**config.mk**
```make
export PLATFORM = sky130hd
export DESIGN_NAME = uart_xcvr
export DESIGN_NICKNAME = d
export VERILOG_FILES = /design/src/rtl/uart_xcvr_pkg.sv /design/src/rtl/uart_baud_gen.sv /design/src/rtl/uart_xcvr.sv
export SDC_FILE = /design/constraint.sdc
export NUM_CORES = 1
export LEC_CHECK = 0
export ABC_CLOCK_PERIOD_IN_PS = 2200
export CAP_MARGIN = 20
export CORE_MARGIN = 2
export CORE_UTILIZATION = 40
export CTS_BUF_LIST = sky130_fd_sc_hd__clkbuf_8 sky130_fd_sc_hd__clkbuf_16
export DETAILED_ROUTE_END_ITERATION = 7
export HOLD_SLACK_MARGIN = 0.12
export SYNTH_ARGS = -nofsm -noshare
export SYNTH_HDL_FRONTEND = slang
export SYNTH_SLANG_ARGS = --single-unit
```
**constraint.sdc**
```tcl
create_clock -name clk -period 2.2 [get_ports clk]
set_input_delay 0.22 -clock clk [delete_from_list [all_inputs] [get_ports clk]]
set_output_delay 0.22 -clock clk [all_outputs]
set_load 0.02 [all_outputs]
```
**src/rtl/uart_xcvr_pkg.sv**
```systemverilog
// Shared state type and oversampling constants for the UART transceiver.
// UART_XCVR_PARITY_EN adds the PARITY state to both directions.
package uart_xcvr_pkg;

    localparam int TICKS_PER_BIT = 16;
    localparam int TICK_MID      = 8;

    typedef enum logic [2:0] {
        S_IDLE,
        S_START,
        S_DATA,
`ifdef UART_XCVR_PARITY_EN
        S_PARITY,
`endif
        S_STOP
    } uart_state_e;

endpackage

```
**src/rtl/uart_baud_gen.sv**
```systemverilog
// Oversample tick generator: one-cycle o_tick every CLK_DIV clocks,
// phase realigned by i_restart so a bit period starts exactly on demand.
module uart_baud_gen #(
    parameter int CLK_DIV = 27
) (
    input  logic i_clk,
    input  logic i_reset,
    input  logic i_restart,
    output logic o_tick
);

    localparam int CW = (CLK_DIV > 1) ? $clog2(CLK_DIV) : 1;

    logic [CW-1:0] r_cnt;

    assign o_tick = (r_cnt == CW'(CLK_DIV - 1));

    always_ff @(posedge i_clk) begin
        if (i_reset || i_restart || o_tick) begin
            r_cnt <= '0;
        end else begin
            r_cnt <= r_cnt + 1'b1;
        end
    end

endmodule

```
**src/rtl/uart_xcvr.sv**
```systemverilog
// Full-duplex UART with 16x oversampling, TX/RX valid-ready handshakes and
// sticky overrun. Define UART_XCVR_PARITY_EN to add a parity bit per frame.
module uart_xcvr
    import uart_xcvr_pkg::*;
#(
    parameter int DATA_BITS  = 8,
    parameter int STOP_BITS  = 1,
    parameter int CLK_DIV    = 27,
    parameter int PARITY_ODD = 0
) (
    input  logic                 clk,
    input  logic                 reset,
    input  logic [DATA_BITS-1:0] tx_data,
    input  logic                 tx_valid,
    output logic                 tx_ready,
    output logic                 tx,
    input  logic                 rx,
    output logic [DATA_BITS-1:0] rx_data,
    output logic                 rx_valid,
    input  logic                 rx_ready,
    output logic                 frame_err,
    output logic                 parity_err,
    output logic                 overrun
);

    localparam logic [3:0] LAST_TICK = 4'(TICKS_PER_BIT - 1);
    localparam logic [3:0] MID_TICK  = 4'(TICK_MID - 1);
    localparam logic [3:0] LAST_DATA = 4'(DATA_BITS - 1);
    localparam logic [3:0] LAST_STOP = 4'(STOP_BITS - 1);

    uart_state_e          r_tx_state, w_tx_next;
    logic [DATA_BITS-1:0] r_tx_shift;
    logic [3:0]           r_tx_tcnt, r_tx_bcnt;
    logic                 w_tx_tick, w_tx_accept, w_tx_bit_end;

    uart_state_e          r_rx_state, w_rx_next;
    logic [DATA_BITS-1:0] r_rx_shift;
    logic [3:0]           r_rx_tcnt, r_rx_bcnt;
    logic                 r_rx_s1, r_rx_s2, r_rx_prev;
    logic                 w_rx_tick, w_rx_fall, w_rx_restart, w_rx_sample;
    logic                 w_rx_done, w_rx_load, w_par_bad;

    logic [DATA_BITS-1:0] r_rx_data;
    logic                 r_rx_valid, r_frame_err, r_parity_err, r_overrun;

    // ---------------- transmitter ----------------
    assign tx_ready     = (r_tx_state == S_IDLE) && !reset;
    assign w_tx_accept  = tx_valid && tx_ready;
    assign w_tx_bit_end = w_tx_tick && (r_tx_tcnt == LAST_TICK);

    uart_baud_gen #(.CLK_DIV(CLK_DIV)) u_tx_baud (
        .i_clk     (clk),
        .i_reset   (reset),
        .i_restart (w_tx_accept),
        .o_tick    (w_tx_tick)
    );

    always_ff @(posedge clk) begin
        if (reset) r_tx_state <= S_IDLE;
        else       r_tx_state <= w_tx_next;
    end

`ifdef UART_XCVR_PARITY_EN
    localparam logic PAR_SENSE = 1'(PARITY_ODD);
    logic r_tx_par, r_rx_par;

    always_ff @(posedge clk) begin
        if (w_tx_accept) r_tx_par <= ^tx_data ^ PAR_SENSE;
        if (w_rx_sample && r_rx_state == S_PARITY) r_rx_par <= r_rx_s2;
    end

    assign w_par_bad = r_rx_par != (^r_rx_shift ^ PAR_SENSE);
`else
    logic w_unused_parity;
    assign w_unused_parity = 1'(PARITY_ODD);
    assign w_par_bad       = 1'b0;
`endif

    always_comb begin
        w_tx_next = r_tx_state;
        tx        = 1'b1;
        case (r_tx_state)
            S_IDLE:  if (w_tx_accept) w_tx_next = S_START;
            S_START: begin
                tx = 1'b0;
                if (w_tx_bit_end) w_tx_next = S_DATA;
            end
            S_DATA: begin
                tx = r_tx_shift[0];
`ifdef UART_XCVR_PARITY_EN
                if (w_tx_bit_end && r_tx_bcnt == LAST_DATA) w_tx_next = S_PARITY;
            end
            S_PARITY: begin
                tx = r_tx_par;
                if (w_tx_bit_end) w_tx_next = S_STOP;
`else
                if (w_tx_bit_end && r_tx_bcnt == LAST_DATA) w_tx_next = S_STOP;
`endif
            end
            S_STOP:  if (w_tx_bit_end && r_tx_bcnt == LAST_STOP) w_tx_next = S_IDLE;
            default: w_tx_next = S_IDLE;
        endcase
    end

    always_ff @(posedge clk) begin
        if (w_tx_accept) begin
            r_tx_shift <= tx_data;
        end else if (w_tx_bit_end && r_tx_state == S_DATA) begin
            r_tx_shift <= r_tx_shift >> 1;
        end
    end

    // Bit counter restarts on every state change so it indexes within a state.
    always_ff @(posedge clk) begin
        if (reset || w_tx_accept) begin
            r_tx_tcnt <= '0;
            r_tx_bcnt <= '0;
        end else if (w_tx_tick) begin
            r_tx_tcnt <= r_tx_tcnt + 4'd1;
            if (w_tx_bit_end) r_tx_bcnt <= (w_tx_next != r_tx_state) ? 4'd0 : r_tx_bcnt + 4'd1;
        end
    end

    // ---------------- receiver ----------------
    always_ff @(posedge clk) begin
        if (reset) begin
            r_rx_s1   <= 1'b1;
            r_rx_s2   <= 1'b1;
            r_rx_prev <= 1'b1;
        end else begin
            r_rx_s1   <= rx;
            r_rx_s2   <= r_rx_s1;
            r_rx_prev <= r_rx_s2;
        end
    end

    assign w_rx_fall    = r_rx_prev && !r_rx_s2;
    assign w_rx_restart = (r_rx_state == S_IDLE) && w_rx_fall;
    assign w_rx_sample  = w_rx_tick &&
                          (r_rx_tcnt == ((r_rx_state == S_START) ? MID_TICK : LAST_TICK));

    uart_baud_gen #(.CLK_DIV(CLK_DIV)) u_rx_baud (
        .i_clk     (clk),
        .i_reset   (reset),
        .i_restart (w_rx_restart),
        .o_tick    (w_rx_tick)
    );

    always_ff @(posedge clk) begin
        if (reset) r_rx_state <= S_IDLE;
        else       r_rx_state <= w_rx_next;
    end

    always_comb begin
        w_rx_next = r_rx_state;
        w_rx_done = 1'b0;
        case (r_rx_state)
            S_IDLE:  if (w_rx_fall) w_rx_next = S_START;
            S_START: if (w_rx_sample) w_rx_next = r_rx_s2 ? S_IDLE : S_DATA;
`ifdef UART_XCVR_PARITY_EN
            S_DATA:   if (w_rx_sample && r_rx_bcnt == LAST_DATA) w_rx_next = S_PARITY;
            S_PARITY: if (w_rx_sample) w_rx_next = S_STOP;
`else
            S_DATA:   if (w_rx_sample && r_rx_bcnt == LAST_DATA) w_rx_next = S_STOP;
`endif
            S_STOP: if (w_rx_sample) begin
                w_rx_next = S_IDLE;
                w_rx_done = 1'b1;
            end
            default: w_rx_next = S_IDLE;
        endcase
    end

    // After the mid-start sample the tick counter realigns so later samples land mid-bit.
    always_ff @(posedge clk) begin
        if (reset || w_rx_restart || (w_rx_sample && r_rx_state == S_START)) begin
            r_rx_tcnt <= '0;
        end else if (w_rx_tick) begin
            r_rx_tcnt <= r_rx_tcnt + 4'd1;
        end
        if (reset || w_rx_restart) begin
            r_rx_bcnt <= '0;
        end else if (w_rx_sample) begin
            r_rx_bcnt <= (w_rx_next != r_rx_state) ? 4'd0 : r_rx_bcnt + 4'd1;
        end
    end

    always_ff @(posedge clk) begin
        if (w_rx_sample && r_rx_state == S_DATA) begin
            r_rx_shift <= {r_rx_s2, r_rx_shift[DATA_BITS-1:1]};
        end
    end

    assign w_rx_load = w_rx_done && (!r_rx_valid || rx_ready);

    always_ff @(posedge clk) begin
        if (reset) begin
            r_rx_data    <= '0;
            r_rx_valid   <= 1'b0;
            r_frame_err  <= 1'b0;
            r_parity_err <= 1'b0;
            r_overrun    <= 1'b0;
        end else if (w_rx_load) begin
            r_rx_data    <= r_rx_shift;
            r_rx_valid   <= 1'b1;
            r_frame_err  <= !r_rx_s2;
            r_parity_err <= w_par_bad;
            r_overrun    <= 1'b0;
        end else if (w_rx_done) begin
            r_overrun    <= 1'b1;
        end else if (r_rx_valid && rx_ready) begin
            r_rx_valid   <= 1'b0;
            r_overrun    <= 1'b0;
        end
    end

    assign rx_data    = r_rx_data;
    assign rx_valid   = r_rx_valid;
    assign frame_err  = r_frame_err;
    assign parity_err = r_parity_err;
    assign overrun    = r_overrun;

endmodule

```
* Yosys cells after proc, flatten, opt, wreduce, memory -nomap -nowiden *
Cells that the tools add are included.
W data, S select, Z words.

word-level totals
  flip-flop bits (word level) = 62
  bits of input ports = 13
  output and inout bits = 14
  word-level logic and storage cells = 93

operators by class
  $add $sub $neg = 6
  equal/unequal tests = 15
  muxes and demuxes = 23
  reduce and logical (&&, ||, !) cells = 32

operators with widths
  operator               number
  $mux W3                8
  $pmux W3 S4            2
  $add A4 B1 Y4 const B  4
  $mux W8                2
  $logic_and A1 B1 Y1    14
  $eq A3 B2 Y1 const B   4
  $mux W4                3
  $add A5 B1 Y5 const B  2
  $eq A5 B5 Y1 const B   2
  $eq A4 B3 Y1 const B   2
  $eq A3 B1 Y1 const B   2
  $logic_not A3 Y1       2
  $logic_or A1 B1 Y1     6
  $mux W1                6
  $ne A3 B3 Y1           2
  $reduce_bool A2 Y1     3
  $eq A4 B4 Y1           1
  $eq A4 B4 Y1 const B   1
  $logic_not A4 Y1       1
  $reduce_and A2 Y1      2
  $logic_not A1 Y1       3
  $mux W2                1
  $ne A2 B1 Y1 const B   1
  $pmux W1 S2            1
  $reduce_or A2 Y1       1

* Longest topological paths before layout *
Gate-level depths: netlist of the first run.

  depth after elaboration = 9
  mapped depth = 9
  depth with buffers taken out = 7

* By module *
A second synthesis of the first run with hierarchy kept.

unflattened totals
  cells, all modules = 248
  area, all modules = 2725.1 um^2

by module, submodules not included
  module         instances  cells each  area an instance (um^2)  seq. area each (um^2)
  uart_xcvr      1          208         2314.7                   1201.2
  uart_baud_gen  2          20          205.2                    100.1

* Worst setup path before layout of the first run *
No wires, ideal clock.

  kind = register -> register
  from = register u_rx_baud.r_cnt[0]
  to = register r_rx_shift[0] (enable)
  setup time = 0.383 ns
  arrival = 1.681 ns
  data required time = 1.817 ns
  setup slack = 0.136 ns
  stages on the path, launching flop included = 8
  path buffers = 1
  clock period less this slack = 2.064 ns
  cells stage by stage = dfxtp_1 -> inv_1 -> ha_1 -> and4b_1 -> buf_6 -> and2_4 -> nand2b_4 -> nor3_1

on the way
  word-level cells in the longest chain between the ends = 3

ends and longest elaborated chain
  element                 line                 RTL
  start, declared         uart_baud_gen.sv:14  logic [CW-1:0] r_cnt;
  start signal, assigned  uart_baud_gen.sv:22  r_cnt <= r_cnt + 1'b1;
  $eq A5 B5 Y1            uart_baud_gen.sv:16  assign o_tick = (r_cnt == CW'(CLK_DIV - 1));
  $logic_and A1 B1 Y1     uart_xcvr.sv:139     assign w_rx_sample = w_rx_tick &&
  $logic_and A1 B1 Y1     uart_xcvr.sv:189     if (w_rx_sample && r_rx_state == S_DATA) begin
  end signal, assigned    uart_xcvr.sv:190     r_rx_shift <= {r_rx_s2, r_rx_shift[DATA_BITS-1:1]};
  end, declared           uart_xcvr.sv:37      logic [DATA_BITS-1:0] r_rx_shift;

Every way passes these cells.
A chain may end at the register's enable or synchronous reset.

* Worst setup path after layout of the first run *
  from = register r_tx_state[0]
  to = output port tx

on the way
  word-level cells in the longest chain between the ends = 2
  elaborated cells on any way between the ends = 3
  those cells by class = 2 x eq/ne; 1 x mux

ends and longest elaborated chain
  element                                       line             RTL
  start, declared                               uart_xcvr.sv:31  uart_state_e r_tx_state, w_tx_next;
  start signal, assigned                        uart_xcvr.sv:60  else r_tx_state <= w_tx_next;
  $eq A3 B2 Y1 or $eq A3 B1 Y1 (tied branches)  uart_xcvr.sv:82  case (r_tx_state)
  $pmux W1 S2 *                                 uart_xcvr.sv:82
  end, declared                                 uart_xcvr.sv:16  output logic tx,

Mark *: on every way between the ends. The rest lies on a longest branch, timed or not.

==> results of run 1 <==
synth_stat cells (2+ instances only):
master    number
dfxtp_1       46
nor2_1        35
edfxtp_1      16
mux2i_1       11
nand2_1       10
ha_1           9
nand3_1        9
xor2_1         8
inv_1          7
mux2_2         7
a21oi_1        5
nor3_1         5
xnor2_1        5
buf_2          4
buf_4          4
nor2b_1        4
o21ai_0        4
and4b_1        3
buf_6          3
clkbuf_1       3
nor3b_1        3
nor4_1         3
or2_2          3
a211oi_1       2
a31oi_1        2
and2_1         2
nand2b_1       2
nand4_1        2
nand4_4        2
nor2_2         2
nor3_2         2
o211ai_1       2
or3_1          2
sequential cells by signal, indices dropped and copies added, names as in the netlist:
signal	count
overrun	1
rx_data	8
r_tx_bcnt	4
u_tx_baud.r_cnt	5
u_rx_baud.r_cnt	5
r_rx_bcnt	4
rx_valid	1
r_rx_s1	1
r_rx_state	3
r_rx_prev	1
r_tx_tcnt	4
frame_err	1
r_tx_state	3
r_tx_shift	8
r_rx_tcnt	4
r_rx_shift	8
r_rx_s2	1
routing by layer:
layer	GRT usage [%]	share of wire, %
met3	6.26	3.6
met4	4.69	0.52
met1	17.0	48
met2	20.7	48
met5	0	0
per-stage QoR:
step                setup WS, ns  hold slack [ns]  utilization [%]  std cells
CTS                        0.122            0.409             49.0        369
floorplan                  0.136            0.323                -        254
detailed placement         0.250            0.392             45.8        353
finish                     0.185            0.407             49.0        369
global route              0.0370            0.451             49.0        369
global placement           0.259            0.394             45.8        353
final cells by class:
| type | count | area, µm² |
|---|---|---|
| Multi-Input combinational cell | 171 | 1240 |
| Clock buffer | 9 | 124 |
| Fill cell | 621 | 3430 |
| Inverter | 7 | 26.3 |
| Sequential cell | 62 | 1400 |
| Timing Repair Buffer | 33 | 310 |
| Tap cell | 80 | 100 |
| Clock inverter | 7 | 88.8 |
power by group:
group,internal (mW),total (mW),switching [mW]
sequential,1.18,1.20,0.0144
clock,0.629,1.06,0.429
combinational,0.0551,0.108,0.0525
total,1.87,2.36,0.496
worst min path at each step:
stage                        start       to  slack [ns]  depth (start not counted)
after floorplan           rx_ready  overrun        0.32                          1
after global placement     r_rx_s1  r_rx_s2        0.39                          1
after detailed placement   r_rx_s1  r_rx_s2        0.39                          1
after CTS                  r_rx_s1  r_rx_s2        0.41                          1
after global routing       r_rx_s1  r_rx_s2        0.45                          1
final                      r_rx_s1  r_rx_s2        0.41                          1
worst max-delay path: cells and delay by family, from the launching register on:
family / cells / cell delay, ns
buffers and inverters: 1 / 0.64
flip-flops: 1 / 0.52
AND/OR/NAND/NOR: 1 / 0.10
AO/OA/AOI/OAI: 1 / 0.21
timing repair:
item                                    in CTS  in global routing
gates resized for setup                      0                  1
endpoints found under the setup margin       0                  1
buffers inserted                             0                  0
cell families after synthesis:
| family | after synthesis | synth area share [%] |
|---|---|---|
| simple gates | 100 | 21.6 |
| mux | 18 | 6.85 |
| other cells | 1 | 0.136 |
| fa+ha+maj | 9 | 4.09 |
| buf+inv | 21 | 4.40 |
| xor+xnor | 13 | 4.13 |
| flops | 62 | 50.8 |
| compound gates | 28 | 7.94 |
==> reports/results.tsv, run 1 <==
metric	value	unit
cts.hold.buffers_added	0	
crit_fanout	9	
dr.pass1.iters	4	
hp-class	flop to flop	
crit_chain	nor3_1, o21ai_0, clkdlybuf4s50_1	
endpoint	tx	
floorplan.io_pins	27	
worst_path_largest_cell_delay	0.64	ns
max_clock_freq	0.496	GHz
ctsLongestPathBuffers	2	
drtAntennaViolNets	0	
clock_sink_count	62	
report.power.total	2.36	mW
synth.lib_cells_used.distinct	58	
cp-startpoint	r_tx_state[0]	
cts.root.buffer_cell	clkbuf_8	
fp.dieH	87.0	µm
max-vdd-ir-drop	472	µV
max-slew-margin-rel	66.2	%
layout_common_cells	dfxtp_1, nor2_1, clkdlybuf4s50_1	
clkLatencyLatePin	0.33	ns
insertedDiodeCount	0	
io_buffer_count	25	
vias_per_cell	5.00	
cts_buf_count	9	
synth-edff-count	16	
row_count	30	
synth_top_area_share	33.4	%
grt_max_degree	21	
totalNegativeSetupSlack	0	ns
vias	1845	
syn-cell-area	0.00276	mm²
timing.rr.end	r_tx_shift[0]	
ys_top_cells_by_area	dfxtp_1, edfxtp_1, nor2_1, ha_1, mux2i_1	
finalWeightedCongestion	0.804	
drc_markers	0	
cellPowerDensity	718	mW/mm²
final_common_cell	dfxtp_1	
crit_path_end_kind	output pin	
initial_utilization	41.0	%
timing.final.crit_share	91.6	%
synth_top_cell_by_area	dfxtp_1	
totalWireLength	4650	µm
startpoint_of_the_lowest_slack_register_to_register_path	u_tx_baud.r_cnt[0]	
total_leakage_power	1.19	nW
htreeDepth	3	
clk_pin_slew	0.06	ns
core_area	0.00672	mm²
status	finished, final reports clean	
final_layout_size_suffix_gt1_share	18.0	%
timing.setup.critical_path_class	flop to output pin	
postSynth.topFlopCell	dfxtp_1	
slew_violations	0	
yosysSeqAreaShare	50.8	%
post_synth_inst_count	252	
crit_path_start_kind	flop	
stdcell_area	0.00329	mm²
grt_util_all_layers	13.6	%
worst_r2r_path_depth	5	
globalRouteOverflowTotal	0	
grt_pass1_vias	1750	
dpl.hpwl	3310	µm
tritoncts	yes	
max-cap-violations	0	
die_w	87.0	µm
reg2reg_slack	0.27	ns
area_delta_synth_final	19.5	%
syn_area_per_cell	10.9	µm²
timing.critical_path.required	1.98	ns
grt_antenna_before_repair	0	
route.detailed.wl_per_inst	12.6	µm
max_slew.worst_pin.slew	0.507	ns
synth_warnings	0	
fin_skew	0.00473	ns
crit_path_top_delay_cell	clkdlybuf4s50_1	
grt_first_pass_wirelength	7930	µm
synth_async_sr_flop_share	0	%
fp.dieArea	0.00757	mm²
flip_flop_and_latch_count_after_synthesis	62	
period_needed	2.02	ns
report.final.setup_viol	0	
drt-initial-drc-count	74	
worstPathArrival	1.80	ns
rsz_0062_raised_after_global_routing	false	
dpl-instance-area	0.00308	mm²
nNetsFinal	306	
finalHoldViolations	0	
(Power assumes the default switching activity.)
==> run 2: changes to the inputs <==
Settings changed: CAP_MARGIN 20 to not set, CTS_CLUSTER_DIAMETER set to 50, RECOVER_POWER set to 25.
==> run 2 against run 1 <==
  * First-iteration DRC count is 6.8% lower
  * Register-to-register slack hardly changed
  * Worst hold slack hardly changed
  * Largest cell class unchanged
==> reports/results.tsv, run 2 (synthesized netlist as in run 1, its figures left out) <==
metric	value	unit	change
status	finished, final reports clean		unchanged
core_area	0.00672	mm²	unchanged
post-cts-setup-buffers	0		unchanged
grt_first_pass_wirelength	7930	µm	unchanged
worst_r2r_path_depth	5		unchanged
cellPowerDensity	720	mW/mm²	was 718 mW/mm²
fin_skew	0.00496	ns	was 0.00473 ns
slew_violations	0		unchanged
drc_markers	0		unchanged
final_common_cell	dfxtp_1		unchanged
drt-initial-drc-count	69		was 74
reg2reg_slack	0.28	ns	was 0.27 ns
insertedDiodeCount	0		unchanged
timing.rr.end	r_tx_shift[0]		unchanged
crit_path_end_kind	output pin		unchanged
dpl.hpwl	3310	µm	unchanged
max-vdd-ir-drop	471	µV	was 472 µV
power_frac_clock	44.8	%	was 44.7%
layout_common_cells	dfxtp_1, nor2_1, clkdlybuf4s50_1		unchanged
finalHoldViolations	0		unchanged
multi_input_area	0.00123	mm²	was 0.00124 mm²
grt_pass1_vias	1750		unchanged
intPower	1.87	mW	about the same
max-cap-violations	0		unchanged
clk_pin_slew	0.07	ns	was 0.06 ns
stdcell_area	0.00328	mm²	was 0.00329 mm²
htreeDepth	3		unchanged
fp.dieArea	0.00757	mm²	unchanged
finalWeightedCongestion	0.804		unchanged
tritoncts	yes		unchanged
grt_max_degree	21		unchanged
area.sequential	0.00140	mm²	unchanged
grt_util_all_layers	13.6	%	unchanged
max_slew.worst_pin.slew	0.909	ns	was 0.507 ns
initial_utilization	41.0	%	unchanged
floorplan.io_pins	27		unchanged
max_clock_freq	0.499	GHz	was 0.496 GHz
worstPathArrival	1.78	ns	was 1.80 ns
crit_path_start_kind	flop		unchanged
totalWireLength	4650	µm	about the same
period_needed	2.00	ns	was 2.02 ns
report.final.setup_viol	0		unchanged
timing.setup.critical_path_class	flop to output pin		unchanged
report.power.total	2.36	mW	about the same
die_w	87.0	µm	unchanged
nNetsFinal	306		unchanged
crit_fanout	9		unchanged
area_delta_synth_final	19.0	%	was 19.5%
total_leakage_power	1.20	nW	was 1.19 nW
vias	1832		was 1,845
hp-class	flop to flop		unchanged
final_layout_size_suffix_gt1_share	17.0	%	was 18.0%
final_core_util	48.8	%	was 49.0%
clock_sink_count	62		unchanged
row_count	30		unchanged
sw_frac_of_total	21.0	%	about the same
cts.root.buffer_cell	clkbuf_8		unchanged
crit_path_top_delay_cell	clkdlybuf4s50_1		unchanged
dpl-instance-area	0.00308	mm²	unchanged
crit_chain	nor3_1, o21ai_0, clkdlybuf4s50_1		unchanged
rsz_0062_raised_after_global_routing	false		unchanged
cts_buf_count	9		unchanged
ctsLongestPathBuffers	2		unchanged
totalNegativeSetupSlack	0	ns	unchanged
globalRouteOverflowTotal	0		unchanged
max-slew-margin-rel	39.4	%	was 66.2%
nFillCells	626		was 621
fp.dieH	87.0	µm	unchanged
hold_path_startpoint	r_rx_s1		unchanged
grt_antenna_before_repair	0		unchanged
drtAntennaViolNets	0		unchanged
power.share.combinational	4.5	%	about the same
route.detailed.wl_per_inst	12.6	µm	about the same
clkLatencyLatePin	0.33	ns	about the same
seqPwrFrac	50.8	%	was 50.7%
startpoint_of_the_lowest_slack_register_to_register_path	u_tx_baud.r_cnt[0]		unchanged
cp-startpoint	r_tx_state[0]		unchanged
dr.pass1.iters	4		unchanged
io_buffer_count	25		unchanged
timing.final.crit_share	91.1	%	was 91.6%
vias_per_cell	4.96		was 5.00
net-switching-power	496	µW	about the same
endpoint	tx		unchanged
timing.critical_path.required	1.98	ns	about the same
worst_path_largest_cell_delay	0.64	ns	about the same
## run 2: cell types whose count changed in the layout (fill, tap and decap cells not counted), moves of 2 or more
cell	change
buf_4	-2
clkbuf_1	+2
clkdlybuf4s50_1	-4
dlygate4sd3_1	+4
## run 2: timing repair
item                       CTS  global route
hold endpoints to repair     0             0
resized for setup            0             1
setup endpoints to repair    0             1
hold buffers                 0             0
## run 2: through the flow
stage	setup WS, ns	hold WS (ns)	instances
finish	0.196	0.407	369
global route	0.0548	0.451	369
CTS	0.122	0.409	369
detailed placement	0.250	0.392	353
global placement	0.259	0.394	353
floorplan	0.136	0.323	254
## run 2: worst max-delay path, delay by kind of cell, from the launching register on
kind | cells | cell delay, ns
buffers and inverters | 1 | 0.64
AOI/OAI and AO/OA | 1 | 0.21
and+or+nand+nor | 1 | 0.10
DFF | 1 | 0.51
## run 2: area by class of cell
class	instances	area share [%]
clock buffers	9	3.78
clock inverters	7	2.71
inverters	7	0.801
multi-input cells	171	37.7
flip-flops and latches	62	42.8
well taps	80	3.05
repair buffers	33	9.23
## run 2: power groups by stage
stage / Sequential, mW / Clock (mW) / Combinational, mW
after floorplan: 1.22 / 0 / 0.0715
after global placement: 1.22 / 0 / 0.108
after detailed placement: 1.22 / 0 / 0.109
after CTS: 1.20 / 1.10 / 0.110
after global routing: 1.20 / 1.15 / 0.118
final: 1.20 / 1.06 / 0.105
## run 2: worst min path at each step
stage               endpoint  slack, ns  cells past startpoint
finish               r_rx_s2       0.41                      1
global route         r_rx_s2       0.45                      1
CTS                  r_rx_s2       0.41                      1
detailed placement   r_rx_s2       0.39                      1
global placement     r_rx_s2       0.39                      1
floorplan            overrun       0.32                      1
## run 2: layer usage
layer  routed length (µm)  global-route usage, %
met3                  164                   6.26
met2                 2220                   20.7
met4                   24                   4.69
met5                    0                      0
met1                 2240                   17.0
==> run 3: changes to the inputs <==
Settings changed: CAP_MARGIN set to 20.
==> results of run 3 <==
The final DEF is identical to that of run 2; final timing and power are the same.
